<file path="config.mk">
export PLATFORM = sky130hd
export DESIGN_NAME = uart_tx_buffer_flat
export DESIGN_NICKNAME = d
export VERILOG_FILES = /design/src/rtl/uart_pkg.sv /design/src/rtl/uart_tx_buffer_if.sv /design/src/rtl/uart_sync_fifo.sv /design/src/rtl/uart_tx_buffer.sv /design/src/flat_wrapper.sv
export SDC_FILE = /design/constraint.sdc
export NUM_CORES = 1
export LEC_CHECK = 0
export CAP_MARGIN = 20
export CORE_AREA = 2 2 85 149
export CTS_CLUSTER_SIZE = 25
export DETAILED_ROUTE_END_ITERATION = 12
export DIE_AREA = 0 0 87 151
export GPL_ROUTABILITY_DRIVEN = 0
export GPL_TIMING_DRIVEN = 1
export PLACE_DENSITY = 0.71
export SETUP_SLACK_MARGIN = 0.15
export SLEW_MARGIN = 10
export SYNTH_ARGS = -nofsm -noshare
export SYNTH_HDL_FRONTEND = slang
export SYNTH_SLANG_ARGS = --single-unit
</file>
<file path="constraint.sdc">
create_clock -name clk_i -period 2.95 [get_ports clk_i]
set_input_delay 0.295 -clock clk_i [delete_from_list [all_inputs] [get_ports clk_i]]
set_output_delay 0.295 -clock clk_i [all_outputs]
set_load 0.005 [all_outputs]
</file>
<file path="src/rtl/uart_pkg.sv">
// Shared UART definitions: default character width, transmit FSM encoding and
// controller configuration field widths, reused by tx- and rx-side buffering.
package uart_pkg;

   localparam int unsigned MAX_UART_DATA_W = 8;

   typedef enum logic [1:0] {
      IDLE      = 2'd0,
      LAUNCH    = 2'd1,
      WAIT_DONE = 2'd2
   } tx_state_e;

   localparam int unsigned CONF_BAUD_DIV_W = 16;
   localparam int unsigned CONF_DATA_LEN_W = 2;
   localparam int unsigned CONF_PARITY_W   = 2;
   localparam int unsigned CONF_STOP_W     = 1;

endpackage

</file>
<file path="src/rtl/uart_tx_buffer_if.sv">
// Producer write port and controller Tx command handshake of uart_tx_buffer.
interface uart_tx_buffer_if #(
   parameter int unsigned DATA_W = 8
);

   logic              wr_valid;
   logic [DATA_W-1:0] wr_data;
   logic              wr_ready;
   logic              tx_start;
   logic [DATA_W-1:0] tx_data;
   logic              tx_busy;
   logic              tx_done;

   modport slave (
      input  wr_valid, wr_data, tx_busy, tx_done,
      output wr_ready, tx_start, tx_data
   );

   modport master (
      output wr_valid, wr_data, tx_busy, tx_done,
      input  wr_ready, tx_start, tx_data
   );

endinterface

</file>
<file path="src/rtl/uart_sync_fifo.sv">
// Synchronous FIFO with registered read data, separate level counter and a
// single-cycle flush that outranks a simultaneous push.
module uart_sync_fifo #(
   parameter  int unsigned WIDTH      = 8,
   parameter  int unsigned DEPTH      = 16,
   localparam int unsigned AddrWidth  = $clog2(DEPTH),
   localparam int unsigned LevelWidth = AddrWidth + 1
) (
   input  logic                  clk_i,
   input  logic                  rst_i,
   input  logic                  push_i,
   input  logic [WIDTH-1:0]      push_data_i,
   input  logic                  pop_i,
   input  logic                  flush_i,
   output logic [WIDTH-1:0]      rd_data_o,
   output logic [LevelWidth-1:0] level_o,
   output logic                  empty_o,
   output logic                  full_o
);

   logic [WIDTH-1:0]      mem [DEPTH];
   logic [AddrWidth-1:0]  wr_ptr_q;
   logic [AddrWidth-1:0]  rd_ptr_q;
   logic [LevelWidth-1:0] level_q;
   logic                  do_push;
   logic                  do_pop;

   assign level_o = level_q;
   assign empty_o = (level_q == '0);
   assign full_o  = (level_q == LevelWidth'(DEPTH));
   assign do_push = push_i && !full_o && !flush_i;
   assign do_pop  = pop_i && !empty_o;

   always_ff @(posedge clk_i) begin
      if (do_push) begin
         mem[wr_ptr_q] <= push_data_i;
      end
   end

   always_ff @(posedge clk_i) begin
      if (rst_i) begin
         wr_ptr_q  <= '0;
         rd_ptr_q  <= '0;
         level_q   <= '0;
         rd_data_o <= '0;
      end else begin
         if (do_pop) begin
            rd_data_o <= mem[rd_ptr_q];
            rd_ptr_q  <= rd_ptr_q + 1'b1;
         end
         // a pop coinciding with flush still delivers its data; the pointer reset wins
         if (flush_i) begin
            wr_ptr_q <= '0;
            rd_ptr_q <= '0;
            level_q  <= '0;
         end else begin
            if (do_push) begin
               wr_ptr_q <= wr_ptr_q + 1'b1;
            end
            case ({do_push, do_pop})
               2'b10:   level_q <= level_q + 1'b1;
               2'b01:   level_q <= level_q - 1'b1;
               default: level_q <= level_q;
            endcase
         end
      end
   end

endmodule

</file>
<file path="src/rtl/uart_tx_buffer.sv">
// Transmit front end: buffers producer characters and launches them one at a
// time into uart_controller via tx_start/tx_busy/tx_done.
module uart_tx_buffer #(
   parameter  int unsigned MAX_UART_DATA_W = uart_pkg::MAX_UART_DATA_W,
   parameter  int unsigned FIFO_DEPTH      = 16,
   localparam int unsigned LevelWidth      = $clog2(FIFO_DEPTH) + 1
) (
   input  logic                  clk_i,
   input  logic                  rst_i,
   input  logic                  flush_i,
   input  logic                  tx_en_i,
   uart_tx_buffer_if.slave       bus,
   output logic [LevelWidth-1:0] fifo_level_o,
   output logic                  fifo_empty_o,
   output logic                  fifo_full_o,
   output logic                  idle_o
);

   import uart_pkg::*;

   tx_state_e                  state_q;
   tx_state_e                  state_d;
   logic                       hold_valid_q;
   logic                       hold_valid_d;
   logic                       pop;
   logic                       tx_start;
   logic [MAX_UART_DATA_W-1:0] fifo_rd_data;

   // The FIFO's registered read port is the holding register's data: it only
   // changes on a pop, and pops happen only while nothing is held.
   uart_sync_fifo #(
      .WIDTH (MAX_UART_DATA_W),
      .DEPTH (FIFO_DEPTH)
   ) u_fifo (
      .clk_i       (clk_i),
      .rst_i       (rst_i),
      .push_i      (bus.wr_valid),
      .push_data_i (bus.wr_data),
      .pop_i       (pop),
      .flush_i     (flush_i),
      .rd_data_o   (fifo_rd_data),
      .level_o     (fifo_level_o),
      .empty_o     (fifo_empty_o),
      .full_o      (fifo_full_o)
   );

   assign bus.wr_ready = !fifo_full_o;
   assign bus.tx_data  = fifo_rd_data;
   assign bus.tx_start = tx_start;
   assign idle_o       = fifo_empty_o && !hold_valid_q && (state_q == IDLE);

   always_ff @(posedge clk_i) begin
      if (rst_i) begin
         state_q      <= IDLE;
         hold_valid_q <= 1'b0;
      end else begin
         state_q      <= state_d;
         hold_valid_q <= hold_valid_d;
      end
   end

   always_comb begin
      state_d      = state_q;
      hold_valid_d = hold_valid_q;
      pop          = 1'b0;
      tx_start     = 1'b0;
      case (state_q)
         IDLE: begin
            if (tx_en_i && !bus.tx_busy && (hold_valid_q || !fifo_empty_o)) begin
               if (!hold_valid_q) begin
                  pop          = 1'b1;
                  hold_valid_d = 1'b1;
               end
               state_d = LAUNCH;
            end
         end
         LAUNCH: begin
            tx_start = 1'b1;
            if (bus.tx_busy) begin
               state_d = WAIT_DONE;
            end else if (!tx_en_i) begin
               state_d = IDLE;
            end
         end
         WAIT_DONE: begin
            if (bus.tx_done) begin
               hold_valid_d = 1'b0;
               state_d      = IDLE;
               if (tx_en_i && !fifo_empty_o) begin
                  pop          = 1'b1;
                  hold_valid_d = 1'b1;
                  state_d      = LAUNCH;
               end
            end
         end
         default: state_d = IDLE;
      endcase
   end

endmodule

</file>
<file path="src/flat_wrapper.sv">
// flat-port wrapper written by rule: the top's interface ports become plain ports
module uart_tx_buffer_flat import uart_pkg::*;
#(
   parameter  int unsigned MAX_UART_DATA_W = uart_pkg::MAX_UART_DATA_W,
   parameter  int unsigned FIFO_DEPTH      = 16,
   localparam int unsigned LevelWidth      = $clog2(FIFO_DEPTH) + 1
)
  (clk_i, rst_i, flush_i, tx_en_i, fifo_level_o, fifo_empty_o, fifo_full_o, idle_o, bus_wr_valid, bus_wr_data, bus_tx_busy, bus_tx_done, bus_wr_ready, bus_tx_start, bus_tx_data);
  uart_tx_buffer_if #(.DATA_W(8)) bus_i ();
  input  logic clk_i;
  input  logic rst_i;
  input  logic flush_i;
  input  logic tx_en_i;
  output logic [LevelWidth-1:0] fifo_level_o;
  output logic fifo_empty_o;
  output logic fifo_full_o;
  output logic idle_o;
  input wire logic [$bits(bus_i.wr_valid)-1:0] bus_wr_valid;
  input wire logic [$bits(bus_i.wr_data)-1:0] bus_wr_data;
  input wire logic [$bits(bus_i.tx_busy)-1:0] bus_tx_busy;
  input wire logic [$bits(bus_i.tx_done)-1:0] bus_tx_done;
  output wire logic [$bits(bus_i.wr_ready)-1:0] bus_wr_ready;
  output wire logic [$bits(bus_i.tx_start)-1:0] bus_tx_start;
  output wire logic [$bits(bus_i.tx_data)-1:0] bus_tx_data;
  assign bus_i.wr_valid = bus_wr_valid;
  assign bus_i.wr_data = bus_wr_data;
  assign bus_i.tx_busy = bus_tx_busy;
  assign bus_i.tx_done = bus_tx_done;
  assign bus_wr_ready = bus_i.wr_ready;
  assign bus_tx_start = bus_i.tx_start;
  assign bus_tx_data = bus_i.tx_data;
  uart_tx_buffer #(.MAX_UART_DATA_W(MAX_UART_DATA_W), .FIFO_DEPTH(FIFO_DEPTH)) u_core (.clk_i(clk_i), .rst_i(rst_i), .flush_i(flush_i), .tx_en_i(tx_en_i), .bus(bus_i), .fifo_level_o(fifo_level_o), .fifo_empty_o(fifo_empty_o), .fifo_full_o(fifo_full_o), .idle_o(idle_o));
endmodule
</file>
==> impl_metrics.ini <==
[detailed_routing]
wl_met3_um = 313
drcViolationCount = 0
vias = 3209
routed_via_density = 5.75
dr.max_layer_used = met4
route.met2.wl_um = 6710
drt-wirelength-per-cell_um = 20.5
wl_um = 11500
dr.pass1.iters = 4
drtAntennaViolNets = 0
m1WireLength_um = 4250
drtIter0Drc = 211

[floorplan]
ios = 33
core_area_um2 = 11900
start_util_pct = 51.4
die_h_um = 151
die_area_um2 = 13100
die_x_um = 87
rows = 53

[layout]
synthToLayoutAreaGrowth_pct = 19.4
final.fill_count = 862
nNetsFinal = 433
fin_util_pct = 61.4
layout-drive-gt1-share_pct = 22.8
final_cell_area_um2 = 7290
final_common_cell = edfxtp_1
diodes = 0
final_cell_mix = 128 x edfxtp_1, 38 x nor2_1, 32 x mux4_2, 32 x clkdlybuf4s50_1

[critical_path]
worst-endpoint-required_ns = 3.29
start_kind = flip-flop
end_kind = flip-flop
critPathArrivalTime_ns = 3.04
crit_fanout = 6
path_class = reg2reg

[sta]
worst-slew-pin-transition_ns = 0.708
rsz0062_at_grt = no
report.final.slew_viol_count = 0
finalSetupViolations = 0
fmax_mhz = 371
hold_violations = 0
skew_ns = 0.0103
period_share_pct = 91.5
slew-limit-headroom_pct = 52.7
setup_tns_ns = 0
setup_ws_ns = 0.252
period_minus_slack_ns = 2.70

[logic_synthesis]
synthAdderAreaFrac_pct = 2.17
synth.avg_cell_area_um2 = 17.3
synth_top_family_by_area = multiplexers
yosysSeqAreaShare_pct = 70.9
synth_xor_area_share_pct = 1.44
synth.mux.area_fraction_pct = 13.6
syn_nets = 378
yosys_register_bits = 152
synth-simple-area-share_pct = 5.66
syn_inst = 353
syn_area_um2 = 6100
synth_cell_type_count = 38
synth_compound_area_share_pct = 4.18
ys_warn_count = 0

[clock_tree]
clkLatencyLatePin_ns = 0.42
cts_buffers = 17
cts-root-buf = clkbuf_16
h-tree-depth = 4
path_clk_slew_ns = 0.07
cts_sinks = 152
clk_path_buf_depth = 2
cts_tree = yes
hold_buffers = 0

[global_routing]
antenna_found_initial = 0
grt_max_degree = 36
grt_remaining_overflow = 0
grt_pass1_wl_um = 18100
grt_usage_pct = 19.1
grt_pass1_vias = 3339

[power]
power_density_nw_per_um2 = 629
leakage_nw = 2.41
p_total_mw = 4.58
ir_drop_mv = 0.536

[run]
maxCapViolCount = 0

[placement]
placed_area_um2 = 6680
hpwl_um = 7980
pre_cts_slack_ns = 0.201
port_buffers = 32

[status]
status = completed

[hold_path]
hp-class = reg2reg
-- area by class of cell --
class	instances	area, µm²	area share [%]
multi-input cells	175	1670	22.9
inverters	7	26.3	0.361
flip-flops and latches	152	4330	59.4
clock inverters	12	101	1.39
clock buffers	20	489	6.71
repair buffers	55	505	6.94
well taps	137	171	2.35
-- per-layer routing --
metal  GRT usage (%)  up-vias
met5               0        -
met4            7.50        0
met3            4.25       14
met2            35.2       64
met1            20.9     1641
li1                -     1490
-- kinds of logic (layout without fill, tap and decap cells) --
kind of cell	after synthesis	in the layout
multiplexers	43	43
AO/OA/AOI/OAI	35	35
flip-flops	152	152
AND/OR/NAND/NOR	77	77
buffers and inverters	26	94
XOR/XNOR	10	10
adder cells (fa/ha/maj)	10	10
-- cells in the mapped netlist, drive strengths merged --
master | instances | area (µm²)
a311oi | 1 | 8.76
a21oi | 7 | 35.0
edfxtp | 128 | 3840
or2 | 1 | 6.26
fa | 1 | 20.0
buf | 8 | 58.8
nor2 | 38 | 143
o21ai | 4 | 31.3
nand3 | 3 | 15.0
a21o | 2 | 15.0
nand4 | 1 | 6.26
nor4 | 2 | 12.5
ha | 9 | 113
nor2b | 2 | 12.5
o22a | 1 | 8.76
dfxtp | 24 | 480
o31a | 1 | 8.76
xor2 | 4 | 35.0
nor3 | 6 | 35.0
mux4 | 32 | 721
inv | 7 | 26.3
a22oi | 17 | 128
or4 | 1 | 11.3
a211oi | 2 | 20.0
nand2 | 17 | 63.8
xnor2 | 6 | 52.6
or3 | 2 | 12.5
and2 | 1 | 6.26
clkbuf | 11 | 41.3
mux2i | 11 | 110
nand2b | 2 | 12.5
nor4b | 1 | 8.76
-- path summary, 6_finish.rpt --
check | slack (ns) | from | depth (start not counted) | endpoint
worst max register to register | 0.25 | u_core.u_fifo.level_o[1] | 10 | u_core.u_fifo.level_o[4]
worst min register to register | 0.50 | u_core.u_fifo.rd_data_o[4] | 2 | u_core.u_fifo.rd_data_o[4]
worst min-delay path | 0.50 | u_core.u_fifo.rd_data_o[4] | 2 | u_core.u_fifo.rd_data_o[4]
worst max-delay path | 0.25 | u_core.u_fifo.level_o[1] | 10 | u_core.u_fifo.level_o[4]
-- registers in the layout (all words and copies together) (netlist names) --
register                 count
u_core.u_fifo.level_o        5
u_core.hold_valid_q          1
u_core.u_fifo.rd_data_o      8
u_core.u_fifo.wr_ptr_q       4
u_core.u_fifo.mem          128
u_core.state_q               2
u_core.u_fifo.rd_ptr_q       4
-- stage by stage --
| step | hold WS (ns) | cells |
|---|---|---|
| 3_5_place_dp | 0.489 | 525 |
| 4_1_cts | 0.505 | 557 |
| 6_report | 0.501 | 558 |
| 5_1_grt | 0.524 | 558 |
| 2_1_floorplan | 0.367 | 353 |
| 3_3_place_gp | 0.475 | 525 |
-- worst max-delay path, stage by stage, from the launching register on --
cell and delay (ns):
dfxtp_2 0.35, or4_4 0.56, o21ai_4 0.19, nor3_2 0.09
ha_4 0.20, fa_2 0.35, a21o_1 0.19, a21oi_1 0.17
xor2_1 0.09, or3_1 0.31, a21oi_1 0.13
-- power breakdown --
part / internal [mW] / switching [mW] / leakage [nW]
Clock: 1.22 / 0.888 / 0.293
Sequential: 2.34 / 0.00608 / 1.35
Combinational: 0.0583 / 0.0723 / 0.769
Total: 3.62 / 0.966 / 2.41
-- what timing repair did --
| action | 4_1_cts | 5_1_grt |
|---|---|---|
| setup buffers | 0 | 1 |
| setup endpoints to repair | 0 | 1 |
| endpoints found under the hold margin | 0 | 0 |
| gates resized for setup | 0 | 1 |
Power figures use the tool's default switching activity.
==> RTL change 1, RTL diff (same settings) <==
`FIFO_DEPTH` is set to 16 in 2 places; all go to 8.
--- a/src/rtl/uart_tx_buffer.sv
+++ b/src/rtl/uart_tx_buffer.sv
@@ -4,3 +4,3 @@
    parameter  int unsigned MAX_UART_DATA_W = uart_pkg::MAX_UART_DATA_W,
-   parameter  int unsigned FIFO_DEPTH      = 16,
+   parameter  int unsigned FIFO_DEPTH      = 8,
    localparam int unsigned LevelWidth      = $clog2(FIFO_DEPTH) + 1
--- a/src/flat_wrapper.sv
+++ b/src/flat_wrapper.sv
@@ -4,3 +4,3 @@
    parameter  int unsigned MAX_UART_DATA_W = uart_pkg::MAX_UART_DATA_W,
-   parameter  int unsigned FIFO_DEPTH      = 16,
+   parameter  int unsigned FIFO_DEPTH      = 8,
    localparam int unsigned LevelWidth      = $clog2(FIFO_DEPTH) + 1
Interface: changed (resized fifo_level_o); port bits go from 33 to 32. The function was not compared with the original's and may differ.
==> RTL change 1 against the original RTL <==
Combinational power fell by 15%. Setup slack improved by 200 ps. Critical path depth did not move. Power fell by 47%. Core utilization fell by 25 points. Via count fell by 39%. Routed wire length fell by 44%. Synthesized area fell by 41%. Sequential cell count fell by 67. Cell area fell by 41%. Sequential power fell by 44%. Die area did not move. Largest cell class unchanged. Largest power group unchanged. Highest routed layer unchanged.
==> RTL change 1: results (changes against the original RTL) <==
* HPWL after detailed placement at 4384 um (-45%)
* Total routing resource utilization after global routing at 11.11% (-8.0 points)
* Via count of the first global-routing pass at 2,093 (-37%)
* Iter 0 DRT Violations at 245 (+16%)
* Number of different library cells in the post-synthesis netlist at 40 (+5.3%)
* Final Routed Wirelength at 6463 um (-44%)
* Clock buffer count at 10 (-50%)
* Multi-input combinational area share at 25.50% (+2.6 points)
* Launching point of the worst reg2reg path: u_core.u_fifo.level_o[3]
* GR Layer Usage met3 at 3.106% (-1.1 points)
* Worst hold-check slack at 520.6 ps (+19.25 ps)
* Post-Place Worst Slack at 173.2 ps (-27.35 ps)
* Result of the run: finished clean
* Placed Instance Area at 4051 um^2 (-39%)
* FF+latch count, synth at 85 (-44%)
* Synth area leaders: sky130_fd_sc_hd__edfxtp_1 53%, sky130_fd_sc_hd__dfxtp_1 12%, sky130_fd_sc_hd__mux4_2 10%
* Met1 Usage GRT at 12.07% (-8.9 points)
* Net count after synthesis at 244 (-35%)
* Tmin final at 2499 ps (-199.2 ps)
* Via count at 1,944 (-39%)
* Number of synthesized flops with an enable pin at 64 (-50%)
* Arrival time at the worst endpoint at 2750 ps (-290 ps)
* WL met3 at 215 um (-31%)
* Number of H-tree levels at 3 (-1)
* Average footprint of a synthesized cell at 16.13 um^2 (-6.7%)
* Reg2Reg Setup Slack at 450 ps (+200 ps)
* Final-layout fill cell count at 1,074 (+25%)
* Pin count of the biggest net entering global routing at 21 (-42%)
==> RTL change 1: how the worst max path moves through the flow <==
stage | startpoint | to | slack [ps] | depth (start not counted)
2_1_floorplan | u_core.state_q[1] | u_core.u_fifo.level_o[3] | 450 | 10
3_3_place_gp | bus_tx_busy | u_core.u_fifo.level_o[2] | 290 | 10
3_5_place_dp | bus_tx_busy | u_core.u_fifo.level_o[3] | 170 | 9
4_1_cts | u_core.u_fifo.level_o[2] | u_core.u_fifo.level_o[3] | 340 | 9
5_1_grt | u_core.u_fifo.level_o[3] | u_core.u_fifo.level_o[3] | 260 | 10
6_report | u_core.u_fifo.level_o[3] | u_core.u_fifo.level_o[3] | 450 | 10
==> RTL change 1: power by group <==
group | switching [mW] | total, mW | internal (mW) | leakage, nW
combinational | 0.0557 | 0.111 | 0.0557 | 0.507
clock | 0.431 | 0.999 | 0.568 | 0.130
sequential | 0.00863 | 1.31 | 1.30 | 0.748
total | 0.495 | 2.42 | 1.92 | 1.38
==> RTL change 2, RTL diff (same settings) <==
Made on the original files. Put a register stage on the output `fifo_level_o`, without a reset. The value now appears one clock later. The other outputs are not delayed to match.
--- a/src/rtl/uart_tx_buffer.sv
+++ b/src/rtl/uart_tx_buffer.sv
@@ -19,2 +19,4 @@
    import uart_pkg::*;
+
+   logic [LevelWidth-1:0] fifo_level_d;
 
@@ -41,3 +43,3 @@
       .rd_data_o   (fifo_rd_data),
-      .level_o     (fifo_level_o),
+      .level_o     (fifo_level_d),
       .empty_o     (fifo_empty_o),
@@ -99,2 +101,6 @@
 
+   always_ff @(posedge clk_i) begin
+      fifo_level_o <= fifo_level_d;
+   end
+
 endmodule
Function: changed (Yosys sat finds a counterexample within 4 cycles, from zero or initial values and one cycle with rst_i high).
==> RTL change 2 against the original RTL <==
Die area is the same. Critical path depth shrank 6. Setup slack gained 16 ps. Sequential share of layout area grew 0.23 points. Synthesized cell count grew 1.4%. Critical path type is now register to primary output. Cell area grew 2.0%. Clock power grew 3%. Global-route usage grew 0.92 points. Routed wire length grew 6.6%. Synthesized area grew 1.6%. Power grew 2.9%. Sequential cell count grew 5. Register-to-register slack gained 60 ps.
==> RTL change 2: results (changes against the original RTL) <==
* Result of the run: finished clean
* Regs by FF count: u_core.u_fifo.mem (128), u_core.u_fifo.rd_data_o (8)
* Synth area leaders: sky130_fd_sc_hd__edfxtp_1 62%, sky130_fd_sc_hd__mux4_2 12%, sky130_fd_sc_hd__dfxtp_1 9.4%
* Met2 track demand over resource at 37.79% (+2.6 points)
* Nets at 439 (+1.4%)
* Net count after synthesis at 383 (+1.3%)
* Count of cells resized by post-cts repair at 0 (unchanged)
* Number of optimization iterations in the first detailed-route pass at 5 (+1)
* WL met3 at 277 um (-12%)
* Adder-cell area share of the yosys netlist at 2.138% (-0.035 points)
* Fraction of synthesis flops using an asynchronous set or reset pin at 0% (unchanged)
* Compound-gate portion of the synthesized area at 4.115% (-0.068 points)
* Via count of the first global-routing pass at 3,483 (+4.3%)
* Arrival time at the worst endpoint at 2390 ps (-650 ps)
* HPWL after detailed placement at 8216 um (+3.0%)
* Internal power at 3.816 mW (+5.5%)
* DR WL met2 at 7199 um (+7.3%)
* Startpoint of the worst setup timing path: u_core.u_fifo.level_o[1]
* Endpoint of the worst hold-timing path: u_core.fifo_level_o[1]
* Total clock buffers created by CTS at 17 (unchanged)
* Worst hold-check slack at 421.5 ps (-79.85 ps)
* GR Layer Usage met3 at 4.142% (-0.11 points)
* Setup repair bufs after CTS at 1 (+1)
* Via count at 3,284 (+2.3%)
* Iter 0 DRT Violations at 275 (+30%)
* Share of final-layout standard cells stronger than drive strength 1 at 22.48% (-0.32 points)
* Worst-case headroom to the max-slew limit at 52.42% (-0.31 points)
* Largest delay contributor family on the critical path: simple AND/OR/NAND/NOR gates
* Met1 Routed Length at 4422 um (+4.1%)
* Met1 Usage GRT at 20.74% (-0.21 points)
* Sequential fraction of design power at 51.1% (about the same)
* Sequential cell area fraction in the yosys report at 71.33% (+0.47 points)
* Final Routed Wirelength at 12,220 um (+6.6%)
* Worst hold path stage count at 0 (-2)
* Endpoint of the most critical setup path: idle_o
* Post-synthesis mux area share at 13.40% (-0.22 points)
* Most frequently used flop master after synthesis: sky130_fd_sc_hd__edfxtp_1
* Reg2Reg Setup Slack at 310 ps (+60 ps)
* Startpoint of the tightest hold check path: u_core.u_fifo.level_o[1]
* Clock Skew at 8.985 ps (-1.268 ps)
* Total routing resource utilization after global routing at 20.03% (+0.92 points)
* First-pass GRT wire length at 18,940 um (+4.8%)
* XOR/XNOR Fraction of Synth Area at 1.412% (-0.023 points)
* VDD IR-drop max at 0.3287 mV (-39%)
* Final-layout fill cell count at 833 (-3.4%)
* Leak at 2.468 nW (+2.4%)
* CP Max Fanout at 6 (unchanged)
* Commonest cells in the synthesized netlist: 128 x sky130_fd_sc_hd__edfxtp_1, 38 x sky130_fd_sc_hd__nor2_1, 32 x sky130_fd_sc_hd__mux4_2
RTL change 2: cell count changes in the layout (fill, tap and decap cells not counted), sizes merged:
cell    before  now
buf         23   24
inv         15    9
clkbuf      20   26
dfxtp       24   29
RTL change 2: metrics by stage:
step | cell area [um^2] | total power [mW] | worst slack [ps] | instances
after floorplan | 6217 | 2.515 | 157.3 | 358
after global placement | 6780 | 2.584 | 143.1 | 529
after detailed placement | 6780 | 2.590 | 106.3 | 529
after CTS | 7402 | 4.758 | 168.2 | 562
after global routing | 7431 | 4.855 | 152.9 | 564
final | 7431 | 4.719 | 268.4 | 564
RTL change 2: cell type report:
cell class / instances / area, um^2 / area share (%)
flip-flops and latches: 157 / 4429 / 59.61
well taps: 137 / 171.4 / 2.307
inverters: 7 / 26.28 / 0.3536
repair buffers: 56 / 513.0 / 6.904
multi-input cells: 175 / 1677 / 22.56
clock inverters: 6 / 38.79 / 0.5220
clock buffers: 26 / 575.6 / 7.745
